### src/rtl/sprite_line_fetcher.sv
// -----------------------------------------------------------------------------
// sprite_line_fetcher
//
// Reader side of one sprite ROM (asynchronous read, address in / colour out).
// During horizontal blanking it copies the sprite row belonging to the next
// video line into a private line buffer. During active video it replays the
// buffered row whenever the beam lies inside the sprite's horizontal span.
// Pixels equal to the transparent key colour are reported as "no pixel".
// One instance is used per sprite, between the VGA timing generator and the
// pixel mixer.
//
// Optional build macro:
//   SPRITE_FETCH_MIRROR_EN - adds input mirror_x (sampled at line_start).
//                            When latched high the row is stored flipped
//                            left-to-right. Fetch timing is unchanged.
//
// Ports:
//   clk          in   1           pixel / system clock
//   rst          in   1           asynchronous active-high reset
//   hcount       in   CNT_BITS    current horizontal pixel position
//   vcount       in   CNT_BITS    current line number
//   line_start   in   1           one-cycle pulse at start of hblank
//   sprite_en    in   1           sprite visible
//   sprite_x     in   CNT_BITS    sprite left edge
//   sprite_y     in   CNT_BITS    sprite top edge
//   mirror_x     in   1           horizontal flip (SPRITE_FETCH_MIRROR_EN only)
//   rom_addr     out  ADDRESS     sprite ROM address (registered)
//   rom_data     in   COLOR_BITS  ROM data for rom_addr, same cycle
//   busy         out  1           row fetch in progress
//   pixel_valid  out  1           pixel_color is an opaque sprite pixel for
//                                 the previous cycle's hcount
//   pixel_color  out  COLOR_BITS  sprite colour (0 outside the sprite)
// -----------------------------------------------------------------------------
module sprite_line_fetcher #(
  parameter int                    ADDRESS     = 10,
  parameter int                    COLOR_BITS  = 24,
  parameter int                    SPRITE_W    = 32,
  parameter int                    SPRITE_H    = 32,
  parameter int                    CNT_BITS    = 10,
  parameter logic [COLOR_BITS-1:0] TRANSPARENT = 24'hFF00FF
) (
  input  logic                  clk,
  input  logic                  rst,
  input  logic [CNT_BITS-1:0]   hcount,
  input  logic [CNT_BITS-1:0]   vcount,
  input  logic                  line_start,
  input  logic                  sprite_en,
  input  logic [CNT_BITS-1:0]   sprite_x,
  input  logic [CNT_BITS-1:0]   sprite_y,
`ifdef SPRITE_FETCH_MIRROR_EN
  input  logic                  mirror_x,
`endif
  output logic [ADDRESS-1:0]    rom_addr,
  input  logic [COLOR_BITS-1:0] rom_data,
  output logic                  busy,
  output logic                  pixel_valid,
  output logic [COLOR_BITS-1:0] pixel_color
);

  localparam int COL_W = $clog2(SPRITE_W);

  localparam logic [COL_W-1:0]    COL_ZERO = COL_W'(0);
  localparam logic [COL_W-1:0]    COL_ONE  = COL_W'(1);
  localparam logic [COL_W-1:0]    COL_LAST = COL_W'(SPRITE_W - 1);
  localparam logic [CNT_BITS-1:0] CNT_ONE  = CNT_BITS'(1);
  localparam logic [CNT_BITS-1:0] ROW_LIM  = CNT_BITS'(SPRITE_H);
  localparam logic [CNT_BITS-1:0] COL_LIM  = CNT_BITS'(SPRITE_W);

  typedef enum logic [1:0] {
    ST_IDLE  = 2'd0,
    ST_FETCH = 2'd1,
    ST_READY = 2'd2
  } state_e;

  // ROM address of (row, col). SPRITE_W is a power of two, so the product
  // row*SPRITE_W + col is simply the concatenation {row, col}.
  function automatic logic [ADDRESS-1:0] row_base(
    input logic [CNT_BITS-1:0] r,
    input logic [COL_W-1:0]    c
  );
    return ADDRESS'({r, c});
  endfunction

  // Control registers and their next-state values
  state_e                  state_q,      state_d;
  logic                    line_valid_q, line_valid_d;
  logic [CNT_BITS-1:0]     row_q,        row_d;
  logic [COL_W-1:0]        col_q,        col_d;
  logic [CNT_BITS-1:0]     x_lat_q,      x_lat_d;
  logic                    mirror_q,     mirror_d;
  logic [ADDRESS-1:0]      addr_q,       addr_d;
  logic                    busy_q,       busy_d;
  logic                    pix_valid_q,  pix_valid_d;
  logic [COLOR_BITS-1:0]   pix_color_q,  pix_color_d;

  // Line buffer (no reset needed: line_valid gates every read)
  logic [COLOR_BITS-1:0]   line_buf_q [SPRITE_W];
  logic                    buf_we_s;
  logic [COL_W-1:0]        buf_widx_s;

  // line_start decode helpers
  logic                    mirror_in_s;
  logic [CNT_BITS-1:0]     tgt_s;
  logic [CNT_BITS:0]       row_diff_s;
  logic                    row_hit_s;

  // Display path helpers
  logic [CNT_BITS:0]       dx_s;
  logic                    hit_s;
  logic [COLOR_BITS-1:0]   rd_pix_s;

`ifdef SPRITE_FETCH_MIRROR_EN
  assign mirror_in_s = mirror_x;
`else
  assign mirror_in_s = 1'b0;
`endif

  // Target line is the one after the current one; the difference to the
  // sprite top is taken one bit wider so a sprite below the line shows up
  // as a negative row instead of wrapping into a large positive one.
  assign tgt_s      = vcount + CNT_ONE;
  assign row_diff_s = {1'b0, tgt_s} - {1'b0, sprite_y};
  assign row_hit_s  = sprite_en && !row_diff_s[CNT_BITS] &&
                      (row_diff_s[CNT_BITS-1:0] < ROW_LIM);

  // Same widening for the horizontal offset: beam positions left of the
  // latched edge are negative, so a sprite near the right border never wraps
  // around to the left side of the screen.
  assign dx_s     = {1'b0, hcount} - {1'b0, x_lat_q};
  assign hit_s    = line_valid_q && !dx_s[CNT_BITS] &&
                    (dx_s[CNT_BITS-1:0] < COL_LIM);
  assign rd_pix_s = line_buf_q[dx_s[COL_W-1:0]];

  // Mirrored rows land at SPRITE_W-1-col, which is ~col for a power-of-two width
  assign buf_widx_s = mirror_q ? ~col_q : col_q;

  // Fetch FSM: next state, fetch counters and ROM address
  always_comb begin
    state_d      = state_q;
    line_valid_d = line_valid_q;
    row_d        = row_q;
    col_d        = col_q;
    x_lat_d      = x_lat_q;
    mirror_d     = mirror_q;
    addr_d       = addr_q;
    busy_d       = busy_q;
    buf_we_s     = 1'b0;

    if (line_start) begin
      // line_start wins in every state, aborting any fetch in flight
      x_lat_d      = sprite_x;
      mirror_d     = mirror_in_s;
      line_valid_d = 1'b0;
      if (row_hit_s) begin
        state_d = ST_FETCH;
        row_d   = row_diff_s[CNT_BITS-1:0];
        col_d   = COL_ZERO;
        addr_d  = row_base(row_diff_s[CNT_BITS-1:0], COL_ZERO);
        busy_d  = 1'b1;
      end else begin
        state_d = ST_IDLE;
        busy_d  = 1'b0;
      end
    end else begin
      case (state_q)
        ST_FETCH: begin
          // rom_data belongs to addr_q, i.e. to (row_q, col_q)
          buf_we_s = 1'b1;
          if (col_q == COL_LAST) begin
            state_d      = ST_READY;
            line_valid_d = 1'b1;
            busy_d       = 1'b0;
          end else begin
            col_d  = col_q + COL_ONE;
            addr_d = row_base(row_q, col_q + COL_ONE);
          end
        end
        ST_IDLE: begin
          busy_d = 1'b0;
        end
        ST_READY: begin
          busy_d = 1'b0;
        end
        default: begin
          state_d      = ST_IDLE;
          line_valid_d = 1'b0;
          busy_d       = 1'b0;
        end
      endcase
    end
  end

  // Display path: registered pixel lookup, active in every state
  always_comb begin
    pix_valid_d = 1'b0;
    pix_color_d = '0;
    if (hit_s) begin
      pix_valid_d = (rd_pix_s != TRANSPARENT);
      pix_color_d = rd_pix_s;
    end else begin
      pix_valid_d = 1'b0;
      pix_color_d = '0;
    end
  end

  // State and output registers with asynchronous reset
  always_ff @(posedge clk or posedge rst) begin
    if (rst) begin
      state_q      <= ST_IDLE;
      line_valid_q <= 1'b0;
      row_q        <= '0;
      col_q        <= '0;
      x_lat_q      <= '0;
      mirror_q     <= 1'b0;
      addr_q       <= '0;
      busy_q       <= 1'b0;
      pix_valid_q  <= 1'b0;
      pix_color_q  <= '0;
    end else begin
      state_q      <= state_d;
      line_valid_q <= line_valid_d;
      row_q        <= row_d;
      col_q        <= col_d;
      x_lat_q      <= x_lat_d;
      mirror_q     <= mirror_d;
      addr_q       <= addr_d;
      busy_q       <= busy_d;
      pix_valid_q  <= pix_valid_d;
      pix_color_q  <= pix_color_d;
    end
  end

  // Line buffer write port, one pixel per fetch cycle
  always_ff @(posedge clk) begin
    if (buf_we_s) begin
      line_buf_q[buf_widx_s] <= rom_data;
    end
  end

  assign rom_addr    = addr_q;
  assign busy        = busy_q;
  assign pixel_valid = pix_valid_q;
  assign pixel_color = pix_color_q;

endmodule

### config.mk
export PLATFORM = sky130hd
export DESIGN_NAME = sprite_line_fetcher
export DESIGN_NICKNAME = d
export VERILOG_FILES = /design/src/rtl/sprite_line_fetcher.sv
export SDC_FILE = /design/constraint.sdc
export NUM_CORES = 1
export LEC_CHECK = 0
export ABC_AREA = 1
export BUFFER_PORTS_ARGS = -buffer_cell sky130_fd_sc_hd__buf_4
export CAP_MARGIN = 20
export CELL_PAD_IN_SITES_DETAIL_PLACEMENT = 1
export CELL_PAD_IN_SITES_GLOBAL_PLACEMENT = 2
export CORE_MARGIN = 2
export CORE_UTILIZATION = 26
export DETAILED_ROUTE_END_ITERATION = 10
export GPL_ROUTABILITY_DRIVEN = 0
export PLACE_DENSITY = 0.53
export SETUP_SLACK_MARGIN = 0.4
export SYNTH_ARGS = -nofsm -noshare
export SYNTH_HDL_FRONTEND = slang
export SYNTH_SLANG_ARGS = --single-unit
### constraint.sdc
create_clock -name clk -period 2.85 [get_ports clk]
set_input_delay 0.4275 -clock clk [delete_from_list [all_inputs] [get_ports clk]]
set_output_delay 0.4275 -clock clk [all_outputs]
set_load 0.03 [all_outputs]
==> results of run 1 <==
## worst min-delay path: cells and delay by family
family	cells	cell delay (ns)
and+or+nand+nor	2	0.13
buffers and inverters	1	0.20
## sequential cells by signal, indices dropped and copies added (netlist names)
signal	flops
pixel_valid	1
col_q	4
line_buf_q	768
rom_addr	6
busy	1
state_q	2
row_q	5
pixel_color	24
x_lat_q	10
## worst max path at each step
| stage | start | to | slack, ns | depth (start not counted) |
|---|---|---|---|---|
| after floorplan | vcount[0] | rom_addr[4]$_DFFE_PP0P_ | 0.28 | 16 |
| after global placement | hcount[0] | pixel_valid$_DFF_PP0_ | -0.89 | 22 |
| after detailed placement | hcount[0] | pixel_valid$_DFF_PP0_ | -0.96 | 22 |
| after CTS | x_lat_q[0]$_DFFE_PP0P_ | pixel_valid$_DFF_PP0_ | -0.48 | 20 |
| after global routing | x_lat_q[0]$_DFFE_PP0P_ | pixel_valid$_DFF_PP0_ | -0.51 | 20 |
| final | x_lat_q[0]$_DFFE_PP0P_ | pixel_valid$_DFF_PP0_ | -0.39 | 20 |
## cell type report
type	instances	area, um2
clock buffers	127	2620
well taps	1755	2200
multi-input cells	2011	10200
diodes	2	5.00
flip-flops and latches	821	24400
fillers	14400	86200
inverters	158	628
clock inverters	60	603
repair inverters	2	27.5
repair buffers	421	4890
## layer usage
metal	part of all wire (%)	wire, um	track usage, %	vias up
li1	-	-	-	11500
met1	45	58100	24.8	12700
met2	49	62300	31.8	415
met3	3.8	4920	3.46	164
met4	2.2	2790	4.62	4
met5	0.021	27	0	-
## per-stage QoR
step / hold WS [ns] / area, um2 / setup WS, ns / utilization [%] / setup TNS (ns)
after floorplan: 0.446 / 34700 / 0.280 / - / 0
final: 0.0989 / 45500 / -0.387 / 34.6 / -2.44
after global placement: 0.468 / 40000 / -0.893 / 30.3 / -11.35
after global routing: 0.0814 / 45500 / -0.508 / 34.6 / -4.63
after detailed placement: 0.474 / 40000 / -0.956 / 30.3 / -12.13
after CTS: 0.0576 / 44700 / -0.481 / 34.0 / -6.27
## layout by cell type, fill, tap and decap left out, drive strengths merged, types with 17 or more instances in the layout
master	count
inv	160
nand2	1137
a21oi	18
clkbuf	132
dfrtp	53
xor2	17
nor2	194
nand3	485
ha	26
o21ai	100
clkinv	49
edfxtp	768
buf	405
## cells by family (layout without fill, tap and decap cells)
family | count (synthesis) | in the layout
fa+ha+maj | 28 | 28
flops | 821 | 821
compound gates | 132 | 132
xor+xnor | 23 | 23
buf+inv | 332 | 768
other cells | 0 | 2
simple gates | 1828 | 1828
## where the power goes
part	total (mW)	switching [mW]	internal (mW)
Sequential	13.3	0.0828	13.3
Combinational	8.19	4.88	3.31
Clock	12.6	5.20	7.42
Total	34.1	10.2	24.0
## what timing repair did
action                                  in CTS  in global routing
endpoints found under the setup margin      25                 27
gates resized for setup                    221                155
setup buffers                               31                 10
gates cloned                                11                  6
hold buffers                                11                  0
pin swaps                                   93                 73
endpoints found under the hold margin       63                  0
==> reports/metrics.cfg, run 1 <==
[status]
status=finished with violations
violations=setup timing

[sta]
clock_skew_ns=0.0326
slew_violations=0
fin_crit_sh_pct=114
rsz0062_at_grt=yes
finalSetupViolations=21
fmax_mhz=309
slew_headroom_pct=66.4
finalHoldViolations=0
max_slew.worst_pin.slew_ns=0.504
min_period_ns=3.24
fin_ws_ns=-0.387

[yosys]
synth_compound_area_share_pct=2.01
post-synth-top-count-cell=nand2_1
synthAdderAreaFrac_pct=1.06
synthMuxAreaShare_pct=0
yosys_warnings=0
synth_area_leaders=edfxtp_1 (67%), nand2_1 (12%), nand3_1 (7.0%)
ys_types=32
synth-seq-area-share_pct=70.5
synth_area_um2=34600
synth-seq-cells=821
avgSynthCellArea_um2=10.9
async_reset_ff_share_pct=6.46
netlist_instances=3164
synth.net_count=3260
synth_top_area_share_pct=66.7
synth_top_family_by_area=simple AND/OR/NAND/NOR gates
synth_flop_cell=edfxtp_1
synthSimpleGateAreaFrac_pct=21.7
synth_edf_count=768
synth_xor_area_share_pct=0.604
post-synth-top-area-cell=edfxtp_1
synth_common_cells=nand2_1 (1136), edfxtp_1 (768), nand3_1 (485), nor2_1 (194), inv_1 (154)

[hold_path]
worst_hold_path.endpoint=x_lat_q[0]$_DFFE_PP0P_
hold_depth=3
min_from=line_start
hold_path.class=in -> reg

[critical_path]
end_kind=register
cp-start-kind=register
crit_required_ns=3.45
cp_top_family=simple AND/OR/NAND/NOR gates
r2r_end=pixel_valid$_DFF_PP0_
path_cells=ha_4 -> inv_4 -> fa_4 -> buf_12 -> buf_16 -> buf_12 -> buf_16 -> nand3_2 -> nand2_2 -> nand2_2 -> nand3_2 -> nand3_2 -> nand2_4 -> nor2_4 -> nand2_2 -> nor2_4 -> buf_6 -> nand3_2 -> nand2_2 -> inv_2
cp_max_fo=8
crit_arrival_ns=3.84
rrSetupSlack_ns=-0.39
crit_type=reg -> reg
r2r_start=x_lat_q[0]$_DFFE_PP0P_
max_stage_delay_ns=0.71
worstRegToRegCells=20
crit_buf_inv=7
slowest_stage=fa_4

[die]
rows=133
start_util_pct=26.2
die_h_um=369
die_w_um=369
fp.coreArea_um2=132000
dieArea_um2=136000
pin_count=104

[global_route]
grt_pass1_wl_um=184000
grt_pass1_vias=26000
track_usage_pct=18.8
grt-ovfl-total=0
antenna_found_initial=7
grt_start_max_net_pins=56

[finish]
drive_gt1_share_pct=23.0
area_growth_pct=31.7
fin_cells=5357
final_nets=3610

[cts]
h-tree-depth=3
clkTransAtPathRegs_ns=0.06
clock-sinks=821
cts_root_buf=clkbuf_16
clock_latency_ns=0.70
cts_made_buffers=99
clockBufferDepth=3
cts_tree=yes

[placement]
place_hpwl_um=72400
dp_cells=5099
port_buffers=103

[routing]
drt-total-wl_um=128000
viasPerCell=4.63
drtPass1Iterations=5
antenna_left=0
drc_errors=0
routedWlPerCell_um=23.9
drtIter0Drc=1586
vias=24800

[power]
leakagePower_nw=17.6
powerDensity_nw_per_um2=750
ir_drop_uv=481
total_power_mw=34.1

[job]
maxCapViolCount=0

No activity file was read; power rests on OpenSTA's default activity.
==> inputs of run 2 (changes only) <==
--- a/config.mk
+++ b/config.mk
@@ -10,7 +10,7 @@
 export CAP_MARGIN = 20
 export CELL_PAD_IN_SITES_DETAIL_PLACEMENT = 1
 export CELL_PAD_IN_SITES_GLOBAL_PLACEMENT = 2
-export CORE_MARGIN = 2
+export CORE_MARGIN = 1.5
 export CORE_UTILIZATION = 26
 export DETAILED_ROUTE_END_ITERATION = 10
 export GPL_ROUTABILITY_DRIVEN = 0
==> run 2 against run 1 <==
The flow still finishes with violations (setup timing). Worst hold slack better by 0.016 ns. Non-clock buffer count down 8. Sequential cell count unchanged. Routed wire length up 2.3%. Fmax up 1.4%. Final cell count down 0.22%. Sequential share of layout area up 0.81 points. Via count about the same. Critical endpoint unchanged. Clock power about the same. Global-route usage up 0.48 points. Clock skew up 0.011 ns. First-iteration DRC count down 2.9%.
==> reports/metrics.cfg, run 2 (synthesized netlist as in run 1, its figures left out) <==
[status]
status=finished with violations  ; unchanged
violations=setup timing  ; unchanged

[global_route]
grt_pass1_vias=26000  ; about the same
track_usage_pct=19.3  ; was 18.8%
grt-ovfl-total=0  ; unchanged
antenna_found_initial=8  ; was 7
grt_pass1_wl_um=187000  ; was 184000 um
grt_start_max_net_pins=62  ; was 56

[cts]
clock-sinks=821  ; unchanged
clockBufferDepth=3  ; unchanged
clock_latency_ns=0.71  ; was 0.70 ns
cts_made_buffers=98  ; was 99
cts_tree=yes  ; unchanged
h-tree-depth=3  ; unchanged
cts_root_buf=clkbuf_16  ; unchanged
clkTransAtPathRegs_ns=0.06  ; about the same

[finish]
largest_register_ffs=768  ; unchanged
seqCellArea_um2=24400  ; unchanged
multiInputGateArea_um2=9850  ; was 10200 um2
drive_gt1_share_pct=20.8  ; was 23.0%
top_register=line_buf_q  ; unchanged
final_nets=3601  ; was 3610
fillers=14400  ; about the same
area_growth_pct=29.8  ; was 31.7%
mostFrequentLayoutCell=nand2_1  ; unchanged
fin_util_pct=34.0  ; was 34.6%
mostFrequentLayoutCells=nand2_1 (1096), edfxtp_1 (768), nand3_1 (418)  ; was nand2_1 (1081), edfxtp_1 (768), nand3_1 (372)

[placement]
port_buffers=103  ; unchanged
place_hpwl_um=75800  ; was 72400 um

[sta]
min_period_ns=3.19  ; was 3.24 ns
fin_crit_sh_pct=112  ; was 114%
fin_setup_tns_ns=-1.27  ; was -2.44 ns
clock_skew_ns=0.0433  ; was 0.0326 ns
hold_ws_ns=0.115  ; was 0.0989 ns
rsz0062_at_grt=yes  ; unchanged
max_slew.worst_pin.slew_ns=0.563  ; was 0.504 ns
slew_headroom_pct=62.4  ; was 66.4%
fin_ws_ns=-0.341  ; was -0.387 ns
finalHoldViolations=0  ; unchanged
finalSetupViolations=17  ; was 21
slew_violations=0  ; unchanged
fmax_mhz=313  ; was 309 MHz

[routing]
antenna_left=0  ; unchanged
routedWlPerCell_um=24.5  ; was 23.9 um
viasPerCell=4.64  ; was 4.63
drtIter0Drc=1540  ; was 1586
drtPass1Iterations=5  ; unchanged
drt-total-wl_um=131000  ; was 128000 um
drc_errors=0  ; unchanged
vias=24800  ; about the same

[critical_path]
cp_max_fo=8  ; unchanged
crit_type=reg -> reg  ; unchanged
crit_arrival_ns=3.80  ; was 3.84 ns
end_kind=register  ; unchanged
cp-start-kind=register  ; unchanged
max_stage_delay_ns=0.63  ; was 0.71 ns
slowest_stage=fa_4  ; unchanged
crit_required_ns=3.46  ; was 3.45 ns
path_cells=ha_4 -> inv_2 -> fa_4 -> buf_12 -> buf_12 -> buf_12 -> buf_16 -> nand3_1 -> nand3_1 -> nand2_2 -> nand2_2 -> nand3_2 -> nand2_4 -> nor2_4 -> nand2_2 -> nor2_4 -> buf_6 -> nand3_1 -> nand2_1 -> inv_1  ; was ha_4 -> inv_4 -> fa_4 -> buf_12 -> buf_16 -> buf_12 -> buf_16 -> nand3_2 -> nand2_2 -> nand2_2 -> nand3_2 -> nand3_2 -> nand2_4 -> nor2_4 -> nand2_2 -> nor2_4 -> buf_6 -> nand3_2 -> nand2_2 -> inv_2

[die]
start_util_pct=26.2  ; unchanged
die_w_um=368  ; was 369 um
fp.coreArea_um2=132000  ; unchanged
dieArea_um2=135000  ; was 136000 um2
die_h_um=368  ; was 369 um
pin_count=104  ; unchanged
rows=133  ; unchanged

[hold_path]
hold_path.class=in -> reg  ; unchanged

[power]
leakagePower_nw=17.4  ; was 17.6 nW
ir_drop_uv=602  ; was 481 uV
powerDensity_nw_per_um2=752  ; was 750 nW/um2

[job]
maxCapViolCount=0  ; unchanged

==> run 2: cell count changes in the layout (fill, tap and decap cells not counted), moves of 10 or more <==
| cell | before | now |
|---|---|---|
| buf_12 | 89 | 78 |
| clkinv_1 | 25 | 10 |
| nand2_1 | 1081 | 1096 |
| nand2_2 | 44 | 28 |
| nand3_1 | 372 | 418 |
| nand3_2 | 106 | 62 |
| nor2_1 | 123 | 133 |
==> run 2: power breakdown <==
part / switching, mW / internal [mW] / total [mW] / leakage (nW)
clock network: 5.23 / 7.28 / 12.5 / 1.56
logic: 4.79 / 3.08 / 7.87 / 8.22
registers: 0.0903 / 13.3 / 13.4 / 7.61
==> run 2: repair_timing <==
| action | CTS | global route |
|---|---|---|
| hold buffers | 11 | 0 |
| pin swaps | 45 | 55 |
| endpoints found under the setup margin | 25 | 25 |
| resized for setup | 175 | 123 |
| cloned | 9 | 3 |
| hold endpoints to repair | 63 | 0 |
| setup buffers | 20 | 8 |
==> run 2: path summary, 6_finish.rpt <==
path	depth (start not counted)	endpoint	slack (ns)	start
worst max-delay path	20	pixel_valid$_DFF_PP0_	-0.34	x_lat_q[0]$_DFFE_PP0P_
worst min-delay path	3	row_q[0]$_DFFE_PP0P_	0.11	sprite_y[0]
worst max register to register	20	pixel_valid$_DFF_PP0_	-0.34	x_lat_q[0]$_DFFE_PP0P_
worst min register to register	1	state_q[1]$_DFFE_PP0P_	0.47	state_q[0]$_DFFE_PP0P_
max in group asynchronous	4	pixel_color[22]$_DFF_PP0_	2.08	rst
min in group asynchronous	3	rom_addr[6]$_DFFE_PP0P_	0.20	rst
==> run 2: cell type report <==
| class | count | share of cell area (%) |
|---|---|---|
| Clock buffer | 134 | 5.93 |
| Inverter | 158 | 1.41 |
| Sequential cell | 821 | 54.4 |
| Tap cell | 1755 | 4.89 |
| Clock inverter | 48 | 1.16 |
| Timing Repair inverter | 2 | 0.0446 |
| Timing Repair Buffer | 413 | 10.2 |
| Antenna cell | 3 | 0.0167 |
| Multi-Input combinational cell | 2011 | 22.0 |
==> run 2: metal layers <==
metal / share of wire [%] / GRT usage, %
met5: 0.015 / 0
met4: 2.7 / 5.76
met3: 3.6 / 3.16
met2: 48 / 32.1
met1: 46 / 25.6
==> run 2: per-stage QoR <==
step                area, um2  power [mW]  cells  setup slack, ns
finish                  44900        33.7   5345           -0.341
global route            44900        35.2   5342           -0.488
CTS                     44200        33.7   5331           -0.421
detailed placement      39900        20.2   5109           -0.844
global placement        39900        20.2   5109           -0.927
floorplan               34700        16.8   3164            0.280
==> run 2: critical path: cells and delay by family, from the launching register on <==
family	cells	cell delay, ns
DFF	1	0.44
buffers and inverters	7	0.87
adders and majority gates	2	0.80
and+or+nand+nor	11	0.98
==> inputs of run 3 (changes only) <==
--- a/config.mk
+++ b/config.mk
@@ -7,7 +7,7 @@
 export LEC_CHECK = 0
 export ABC_AREA = 1
 export BUFFER_PORTS_ARGS = -buffer_cell sky130_fd_sc_hd__buf_4
-export CAP_MARGIN = 20
+export CAP_MARGIN = 5
 export CELL_PAD_IN_SITES_DETAIL_PLACEMENT = 1
 export CELL_PAD_IN_SITES_GLOBAL_PLACEMENT = 2
 export CORE_MARGIN = 1.5
==> constraint.sdc (replaced) <==
create_clock -name clk -period 2.85 [get_ports clk]
set_input_delay 0.285 -clock clk [delete_from_list [all_inputs] [get_ports clk]]
set_output_delay 0.285 -clock clk [all_outputs]
set_load 0.03 [all_outputs]
==> run 3 against run 2 <==
The flow still finishes with violations (setup timing). First-iteration DRC count grew 6.9%. Clock power is essentially flat. Global-route usage shrank 0.24 points. Worst hold slack lost 0.075 ns. Combinational power shrank 2%. Final cell count shrank 0.30%.
==> reports/metrics.cfg, run 3 (synthesized netlist as in run 1, its figures left out) <==
[finish]
area_growth_pct=28.9  ; was 29.8%
largest_register_ffs=768  ; unchanged
fillers=14500  ; was 14400
mostFrequentLayoutCells=nand2_1 (1097), edfxtp_1 (768), nand3_1 (445)  ; was nand2_1 (1096), edfxtp_1 (768), nand3_1 (418)
postLayoutCellArea_um2=44600  ; was 44900 um2
top_register=line_buf_q  ; unchanged
drive_gt1_share_pct=19.1  ; was 20.8%
multiInputGateArea_um2=9650  ; was 9850 um2
final_nets=3588  ; was 3601
mostFrequentLayoutCell=nand2_1  ; unchanged
seqCellArea_um2=24400  ; about the same

[sta]
rsz0062_at_grt=yes  ; unchanged
min_period_ns=3.20  ; was 3.19 ns
max_slew.worst_pin.slew_ns=0.637  ; was 0.563 ns
slew_headroom_pct=57.4  ; was 62.4%
hold_ws_ns=0.0393  ; was 0.115 ns
clock_skew_ns=0.0149  ; was 0.0433 ns
fin_ws_ns=-0.355  ; was -0.341 ns
fmax_mhz=312  ; was 313 MHz
slew_violations=0  ; unchanged
fin_crit_sh_pct=112  ; about the same
finalHoldViolations=0  ; unchanged
finalSetupViolations=22  ; was 17

[hold_path]
min_from=rom_data[7]  ; was sprite_y[0]
hold_path.class=in -> reg  ; unchanged

[global_route]
grt_pass1_vias=25800  ; was 26000
track_usage_pct=19.0  ; was 19.3%
grt_start_max_net_pins=50  ; was 62
use_met3_pct=3.25  ; was 3.16%
grtUsageMet2_pct=31.8  ; was 32.1%
gr-max-usage-layer=met2  ; unchanged
antenna_found_initial=6  ; was 8
met1_usage_pct=25.4  ; was 25.6%
grt_pass1_wl_um=185000  ; was 187000 um
grt-ovfl-total=0  ; unchanged

[routing]
drc_errors=0  ; unchanged
vias=24800  ; about the same
drtIter0Drc=1647  ; was 1540
drt-total-wl_um=129000  ; was 131000 um
viasPerCell=4.65  ; was 4.64
drtPass1Iterations=5  ; unchanged
antenna_left=0  ; unchanged
routedWlPerCell_um=24.3  ; was 24.5 um

[placement]
place_area_um2=39800  ; was 39900 um2
pre_cts_slack_ns=-0.653  ; was -0.844 ns
place_hpwl_um=75300  ; was 75800 um
port_buffers=103  ; unchanged

[power]
total_power_mw=33.4  ; was 33.7 mW
powerDensity_nw_per_um2=750  ; was 752 nW/um2
leakagePower_nw=17.3  ; was 17.4 nW
ir_drop_uv=439  ; was 602 uV

[critical_path]
path_cells=ha_4 -> inv_4 -> fa_4 -> buf_12 -> inv_16 -> buf_16 -> buf_12 -> buf_16 -> nor2_4 -> o21ai_1 -> nand3_1 -> nand2_1 -> nand2_1 -> nand3_2 -> nand2_4 -> nor2_4 -> nand2_2 -> nor2_2 -> buf_6 -> nand3_2 -> nand2_2 -> inv_2  ; was ha_4 -> inv_2 -> fa_4 -> buf_12 -> buf_12 -> buf_12 -> buf_16 -> nand3_1 -> nand3_1 -> nand2_2 -> nand2_2 -> nand3_2 -> nand2_4 -> nor2_4 -> nand2_2 -> nor2_4 -> buf_6 -> nand3_1 -> nand2_1 -> inv_1
cp_max_fo=7  ; was 8
max_stage_delay_ns=0.62  ; was 0.63 ns
crit_start=x_lat_q[0]$_DFFE_PP0P_  ; unchanged
r2r_start=x_lat_q[0]$_DFFE_PP0P_  ; unchanged
crit_type=reg -> reg  ; unchanged
crit_required_ns=3.44  ; was 3.46 ns
crit_arrival_ns=3.80  ; about the same
cp_top_family=buffers and inverters  ; was simple AND/OR/NAND/NOR gates
crit_buf_inv=8  ; was 7
cp-start-kind=register  ; unchanged
slowest_stage=fa_4  ; unchanged
end_kind=register  ; unchanged

[cts]
clock-sinks=821  ; unchanged
cts_tree=yes  ; unchanged
clockBufferDepth=3  ; unchanged
cts_made_buffers=99  ; was 98
cts_root_buf=clkbuf_16  ; unchanged
clkTransAtPathRegs_ns=0.05  ; was 0.06 ns
clock_latency_ns=0.70  ; was 0.71 ns
h-tree-depth=3  ; unchanged

[status]
violations=setup timing  ; unchanged
status=finished with violations  ; unchanged

[die]
die_w_um=368  ; unchanged
die_h_um=368  ; unchanged
start_util_pct=26.2  ; unchanged
rows=133  ; unchanged
fp.coreArea_um2=132000  ; unchanged
pin_count=104  ; unchanged
dieArea_um2=135000  ; unchanged

[job]
maxCapViolCount=0  ; unchanged

-- run 3: layer usage --
metal	up-vias	share of wire, %	wire length, um
li1	11400	-	-
met5	-	0.019	24
met1	12700	46	58900
met4	4	2.3	2940
met2	443	48	62300
met3	169	4.0	5140
-- run 3: power breakdown --
group          internal (mW)  total [mW]  switching [mW]  leakage (nW)
clock                   7.16        12.4            5.23          1.54
sequential              13.3        13.3          0.0853          7.61
combinational           3.02        7.68            4.65          8.10
total                   23.4        33.4            9.97          17.3
-- run 3: worst paths after layout --
path / slack (ns) / cells past startpoint / to
max: -0.35 / 22 / pixel_valid$_DFF_PP0_
min: 0.04 / 1 / line_buf_q[28][7]$_DFFE_PP_
max reg2reg: -0.35 / 22 / pixel_valid$_DFF_PP0_
min reg2reg: 0.48 / 1 / state_q[1]$_DFFE_PP0P_
max in group asynchronous: 1.87 / 4 / pixel_color[11]$_DFF_PP0_
min in group asynchronous: 0.21 / 3 / rom_addr[6]$_DFFE_PP0P_
-- run 3: cell type report --
class / instances / area share, %
flip-flops and latches: 821 / 54.7
repair buffers: 401 / 10.3
multi-input cells: 2011 / 21.6
diodes: 1 / 0.00561
well taps: 1755 / 4.93
inverters: 158 / 1.39
clock buffers: 128 / 6.08
clock inverters: 54 / 0.965
-- run 3: timing repair --
| item | 4_1_cts | 5_1_grt |
|---|---|---|
| pin swaps | 60 | 50 |
| setup buffers | 22 | 1 |
| hold endpoints to repair | 768 | 0 |
| endpoints found under the setup margin | 25 | 25 |
| resized for setup | 133 | 86 |
| cloned | 9 | 3 |
| hold buffers | 36 | 0 |
-- run 3: through the flow --
stage          TNS, ns  cells  utilization (%)
3_5_place_dp     -8.15   5075             30.2
3_3_place_gp     -7.64   5075             30.2
4_1_cts          -6.13   5324             33.5
6_report         -2.84   5329             33.8
5_1_grt          -5.76   5328             33.8
2_1_floorplan        0   3164                -
